<file path="src/rtl/spi_conf_rx.sv">
`default_nettype none
// ============================================================================
// Module      : spi_conf_rx
// Description : SPI slave that receives 16-bit configuration words from the
//               ARM and commits them into three mode registers. spck, mosi
//               and ncs are asynchronous to ck_1356meg and are brought into
//               the ck_1356meg domain through SYNC_STAGES-deep synchronisers.
//               A frame is one ncs-low window of exactly 16 spck rising
//               edges, MSB first. Bits [15:12] select the target register
//               and bits [7:0] carry the value; bits [11:8] are ignored.
//
// Ports       : ck_1356meg  in   block clock, rising edge
//               rst         in   asynchronous active-high reset
//               spck        in   SPI clock (async)
//               mosi        in   SPI data, sampled on spck rising edge
//               ncs         in   SPI chip select, active low
//               conf_word   out  [7:0] configuration, [7:5] = major mode
//               divisor     out  [7:0] LF clock divisor
//               conf_enio   out  [7:0] HF generic-snoop configuration
//               conf_strobe out  one-cycle pulse on any register write
//               frame_err   out  one-cycle pulse on bad length / bad command
//
// Revision    : 1.0  initial release
// ============================================================================
module spi_conf_rx #(
    parameter int         SYNC_STAGES = 2,      // legal range 2..4
    parameter logic [7:0] CONF_RESET  = 8'hE0   // major mode 111: all off
) (
    input  logic       ck_1356meg,
    input  logic       rst,
    input  logic       spck,
    input  logic       mosi,
    input  logic       ncs,
    output logic [7:0] conf_word,
    output logic [7:0] divisor,
    output logic [7:0] conf_enio,
    output logic       conf_strobe,
    output logic       frame_err
);

    localparam logic [1:0] c_IDLE   = 2'd0;
    localparam logic [1:0] c_SHIFT  = 2'd1;
    localparam logic [1:0] c_COMMIT = 2'd2;
    localparam logic [1:0] c_RESYNC = 2'd3;

    localparam logic [4:0] c_FRAME_BITS = 5'd16;
    localparam logic [4:0] c_CNT_SAT    = 5'd17;
    localparam logic [2:0] c_FLUSH_END  = 3'(SYNC_STAGES);

    localparam logic [3:0] c_CMD_CONF = 4'b0001;
    localparam logic [3:0] c_CMD_DIV  = 4'b0010;
    localparam logic [3:0] c_CMD_ENIO = 4'b0100;

    // ------------------------------------------------------------------
    // Input synchronisers. Bit 0 is the first stage; the MSB is the
    // synchronised copy used by the rest of the design.
    // ------------------------------------------------------------------
    logic [SYNC_STAGES-1:0] r_spck_sync;
    logic [SYNC_STAGES-1:0] r_mosi_sync;
    logic [SYNC_STAGES-1:0] r_ncs_sync;
    logic                   r_spck_d;
    logic                   r_ncs_d;

    always_ff @(posedge ck_1356meg or posedge rst) begin
        if (rst) begin
            r_spck_sync <= '0;
            r_mosi_sync <= '0;
            r_ncs_sync  <= '1;
            r_spck_d    <= 1'b0;
            r_ncs_d     <= 1'b1;
        end else begin
            r_spck_sync <= {r_spck_sync[SYNC_STAGES-2:0], spck};
            r_mosi_sync <= {r_mosi_sync[SYNC_STAGES-2:0], mosi};
            r_ncs_sync  <= {r_ncs_sync[SYNC_STAGES-2:0], ncs};
            r_spck_d    <= r_spck_sync[SYNC_STAGES-1];
            r_ncs_d     <= r_ncs_sync[SYNC_STAGES-1];
        end
    end

    logic w_spck_s;
    logic w_mosi_s;
    logic w_ncs_s;
    logic w_spck_rise;
    logic w_ncs_rise;
    logic w_ncs_fall;

    assign w_spck_s    = r_spck_sync[SYNC_STAGES-1];
    assign w_mosi_s    = r_mosi_sync[SYNC_STAGES-1];
    assign w_ncs_s     = r_ncs_sync[SYNC_STAGES-1];
    assign w_spck_rise =  w_spck_s & ~r_spck_d;
    assign w_ncs_rise  =  w_ncs_s  & ~r_ncs_d;
    assign w_ncs_fall  = ~w_ncs_s  &  r_ncs_d;

    // ------------------------------------------------------------------
    // Frame state machine and configuration registers.
    // ------------------------------------------------------------------
    logic [1:0]  r_state;
    logic [4:0]  r_bit_cnt;
    logic [15:0] r_shift_reg;
    // After reset the synchroniser holds its reset pattern, not the real
    // pins. RESYNC only trusts the synced ncs once the chain has been
    // refilled from the pins, so a frame already running at reset release
    // is skipped silently instead of being seen as a short frame.
    logic [2:0]  r_flush;

    always_ff @(posedge ck_1356meg or posedge rst) begin
        if (rst) begin
            r_state     <= c_RESYNC;
            r_bit_cnt   <= '0;
            r_shift_reg <= '0;
            r_flush     <= '0;
            conf_word   <= CONF_RESET;
            divisor     <= 8'd0;
            conf_enio   <= 8'd0;
            conf_strobe <= 1'b0;
            frame_err   <= 1'b0;
        end else begin
            conf_strobe <= 1'b0;
            frame_err   <= 1'b0;

            case (r_state)
                c_RESYNC: begin
                    if (r_flush != c_FLUSH_END) begin
                        r_flush <= r_flush + 3'd1;
                    end else if (w_ncs_s) begin
                        r_state <= c_IDLE;
                    end
                end

                c_IDLE: begin
                    if (w_ncs_fall) begin
                        r_bit_cnt   <= '0;
                        r_shift_reg <= '0;
                        r_state     <= c_SHIFT;
                    end
                end

                c_SHIFT: begin
                    // The ncs edge takes priority: an spck edge landing in
                    // the same cycle is dropped, leaving the count short.
                    if (w_ncs_rise) begin
                        if (r_bit_cnt == c_FRAME_BITS) begin
                            r_state <= c_COMMIT;
                        end else begin
                            frame_err <= 1'b1;
                            r_state   <= c_IDLE;
                        end
                    end else if (w_spck_rise && !w_ncs_s) begin
                        r_shift_reg <= {r_shift_reg[14:0], w_mosi_s};
                        if (r_bit_cnt != c_CNT_SAT) begin
                            r_bit_cnt <= r_bit_cnt + 5'd1;
                        end
                    end
                end

                c_COMMIT: begin
                    case (r_shift_reg[15:12])
                        c_CMD_CONF: begin
                            conf_word   <= r_shift_reg[7:0];
                            conf_strobe <= 1'b1;
                        end
                        c_CMD_DIV: begin
                            divisor     <= r_shift_reg[7:0];
                            conf_strobe <= 1'b1;
                        end
                        c_CMD_ENIO: begin
                            conf_enio   <= r_shift_reg[7:0];
                            conf_strobe <= 1'b1;
                        end
                        default: begin
                            frame_err <= 1'b1;
                        end
                    endcase
                    r_state <= c_IDLE;
                end

                default: begin
                    r_state <= c_RESYNC;
                end
            endcase
        end
    end

endmodule
`default_nettype wire
</file>
<file path="config.mk">
export PLATFORM = sky130hd
export DESIGN_NAME = spi_conf_rx
export DESIGN_NICKNAME = d
export VERILOG_FILES = /design/src/rtl/spi_conf_rx.sv
export SDC_FILE = /design/constraint.sdc
export NUM_CORES = 1
export LEC_CHECK = 0
export CORE_MARGIN = 2
export CORE_UTILIZATION = 55
export CTS_CLUSTER_SIZE = 12
export DETAILED_ROUTE_END_ITERATION = 8
export PLACE_DENSITY = 0.79
export SYNTH_ARGS = -nofsm -noshare
export SYNTH_HDL_FRONTEND = slang
export SYNTH_SLANG_ARGS = --single-unit
</file>
<file path="constraint.sdc">
create_clock -name ck_1356meg -period 5.5 [get_ports ck_1356meg]
set_input_delay 1.1 -clock ck_1356meg [delete_from_list [all_inputs] [get_ports ck_1356meg]]
set_output_delay 1.1 -clock ck_1356meg [all_outputs]
set_load 0.02 [all_outputs]
</file>
==> flow_summary.ini <==
[drt]
routed_via_density = 5.662
wire_per_inst_microns = 16.43
ant_nets = 0
wl_mm = 4.420
num_vias = 1523
drcViolationCount = 0
drt_first_iter_violations = 114
dr.pass1.iters = 4

[clocking]
htreeDepth = 3
holdBufCountCts = 0
tritoncts = built
clk_latency_ns = 0.33
cts_root_buf = clkbuf_8
clkTransAtPathRegs_ns = 0.06
numCtsBuffers = 9
cts_resized = 0
post-cts-setup-buffers = 0
numClockSinks = 60
cts.path.max_buffers = 2

[grt]
antenna_found_initial = 0
grt_remaining_overflow = 0
use_met2 = 0.2932
use_met1 = 0.2746
grt_max_degree = 61
grt_pass1_vias = 1530
grtUsageMet3 = 0.04641
grt_use_total = 0.1976
busiest_layer = met2
grt_first_pass_wirelength_mm = 7.610

[status]
status = completed

[synth]
syn_nets = 191
synth-seq-cells = 60
yosysWarningCount = 0
syn_avg_cell_area_sq_um = 14.15
synth_area_leaders = dfrtp_1, dfstp_2, mux2_2, a22o_1, mux2_4
ys.flop_type = dfrtp_1
synth-edff-count = 0
synthArstFlopShare = 1.000
yosysSeqAreaShare = 0.6034
synth_top_cell_area_share = 0.5195
syn_inst = 177
synth.distinct_cells = 36
synth_top_area_cell = dfrtp_1
netlist_area_sq_um = 2505

[setup_path]
endpoint_kind = primary output
crit_slowest_cell = clkdlybuf4s50_1
crit_type = reg -> out
worst-path-max-fanout = 2
path_delay_family = buffers and inverters
r2r_slack_ns = 3.11
max_stage_delay_ns = 0.61
reg2reg_depth = 6
cp_cell_sequence = clkdlybuf4s50_1
r2r-end = r_bit_cnt[2]$_DFFE_PP0P_
reg2reg_from = r_state[1]$_DFFE_PP1P_
start_kind = flip-flop
worstPathArrival_ns = 1.47
crit_buf_inv = 1
cp.required_ns = 4.40

[worst_hold_path]
hold_end = r_spck_sync[1]$_DFF_PP0_
hold_path.class = reg -> reg
min_path_cells = 0
hp-start = r_spck_sync[0]$_DFF_PP0_

[sta]
period_share = 0.4675
finalClockSkew_ns = 0.009137
final-setup-viol-count = 0
rsz0062_at_grt = no
fmax_mhz = 388.9
hold_viol_final = 0
fin_crit_ns = 2.571
fin_tns_setup_ns = 0
slew_violations = 0
tightest_slew_ns = 0.9247
relSlewSlack = 0.3802

[floorplan]
core_sq_um = 4384
floorplan.die.width_microns = 71.49
ioPinCount = 31
die_h_microns = 71.49
start_util = 0.5713
dieArea_sq_um = 5110
rows = 24

[layout]
num_antenna_cells = 0
final_area_sq_um = 3049
drive_above_1_share = 0.2488
fill_cells = 288
largest_reg_flops = 16
num-nets-final = 226
areaGrowthSynthToFinish_pct = 21.73

[place]
dp_hpwl_mm = 2.970
place.gp.congestion = 0.7465
placed_area_sq_um = 2831
port_buffers = 30

[power_and_ir_drop]
ir_drop_mv = 0.2319
power_density_nw_per_um2 = 352.1
leakage_nw = 1.444

[job]
drv_cap = 0
[cells in the mapped netlist, types with 2 or more instances]
cell type  instances
a21oi_1            2
a22o_1            16
buf_2              4
buf_6              2
dfrtp_1           52
dfstp_2            8
ha_1               9
inv_1              8
mux2_2            17
mux2_4             8
mux2i_1            3
nand2_1            9
nand2b_1           2
nand3_1            3
nand3b_1           5
nor2_1             2
nor2b_1            2
nor3b_1            2
o21ai_0            5
o21ai_1            2
[worst register-to-register path, delay by kind of cell (launching register included)]
family / cells / cell delay, ns
AOI/OAI and AO/OA: 3 / 1.10
and+or+nand+nor: 1 / 0.25
adders and majority gates: 1 / 0.33
buffers and inverters: 1 / 0.07
DFF: 1 / 0.55
[cell usage in the layout, fill, tap and decap left out, types with 2 or more instances in the layout]
master and count:
mux2i_1 3, a21oi_1 2, nor2_1 2, mux2_4 8, o21ai_0 5, nand3b_1 5
dfrtp_1 52, bufinv_16 2, inv_1 7, clkbuf_1 2, mux2_2 17, o21ai_1 2
nor2b_1 2, nand2_1 9, clkdlybuf4s50_1 30, nor3b_1 2, ha_1 9, nand3_1 3
a22o_1 16, clkbuf_8 10, nand2b_1 2, dfstp_2 8
[through the flow]
stage	std cells	hold WS [ns]	setup slack [ns]	utilization	total power, mW
after global placement	253	0.3334	3.274	0.6458	0.6384
final	269	0.3492	2.929	0.6955	1.074
after floorplan	177	0.3312	2.929	-	0.6146
after detailed placement	253	0.3371	3.148	0.6458	0.6516
after global routing	269	0.3591	2.910	0.6955	1.126
after CTS	269	0.3514	2.914	0.6955	1.081
[where the power goes]
| part | leakage (nW) | total [mW] | switching [mW] | internal [mW] |
|---|---|---|---|---|
| Sequential | 0.795 | 0.501 | 0.0295 | 0.471 |
| Clock | 0.107 | 0.429 | 0.162 | 0.267 |
| Combinational | 0.542 | 0.144 | 0.0857 | 0.0585 |
| Total | 1.44 | 1.07 | 0.277 | 0.796 |
[worst max-delay path by stage]
stage                                         from                        to  slack (ns)  cells past startpoint
after floorplan                                rst  conf_enio[0]$_DFFE_PP0P_        2.93                      1
after global placement      r_state[1]$_DFFE_PP1P_  r_bit_cnt[2]$_DFFE_PP0P_        3.27                      6
after detailed placement    r_state[1]$_DFFE_PP1P_  r_bit_cnt[2]$_DFFE_PP0P_        3.15                      6
after CTS                 conf_word[5]$_DFFE_PP1P_              conf_word[5]        2.91                      1
after global routing      conf_word[5]$_DFFE_PP1P_              conf_word[5]        2.91                      1
final                     conf_word[5]$_DFFE_PP1P_              conf_word[5]        2.93                      1
[kinds of logic after synthesis]
family | Yosys count | synth area share
AND/OR/NAND/NOR | 31 | 0.07642
multiplexers | 28 | 0.1364
flip-flops | 60 | 0.6034
AO/OA/AOI/OAI | 32 | 0.1014
adder cells (fa/ha/maj) | 9 | 0.04496
buffers and inverters | 15 | 0.03047
XOR/XNOR | 2 | 0.006994
[metal layers]
layer / share of wire / wire (microns)
met5: 0 / 0
met4: 0.018 / 78
met3: 0.033 / 147
met2: 0.50 / 2215
met1: 0.45 / 1979
[layout make-up]
cell class / count / area (sq um) / area share
flip-flops and latches: 60 / 1511 / 0.4957
multi-input cells: 102 / 917.1 / 0.3008
repair buffers: 31 / 307.8 / 0.1009
clock buffers: 12 / 145.1 / 0.04760
clock inverters: 4 / 72.57 / 0.02380
well taps: 52 / 65.06 / 0.02134
inverters: 8 / 30.03 / 0.009848
(Power assumes the default switching activity.)
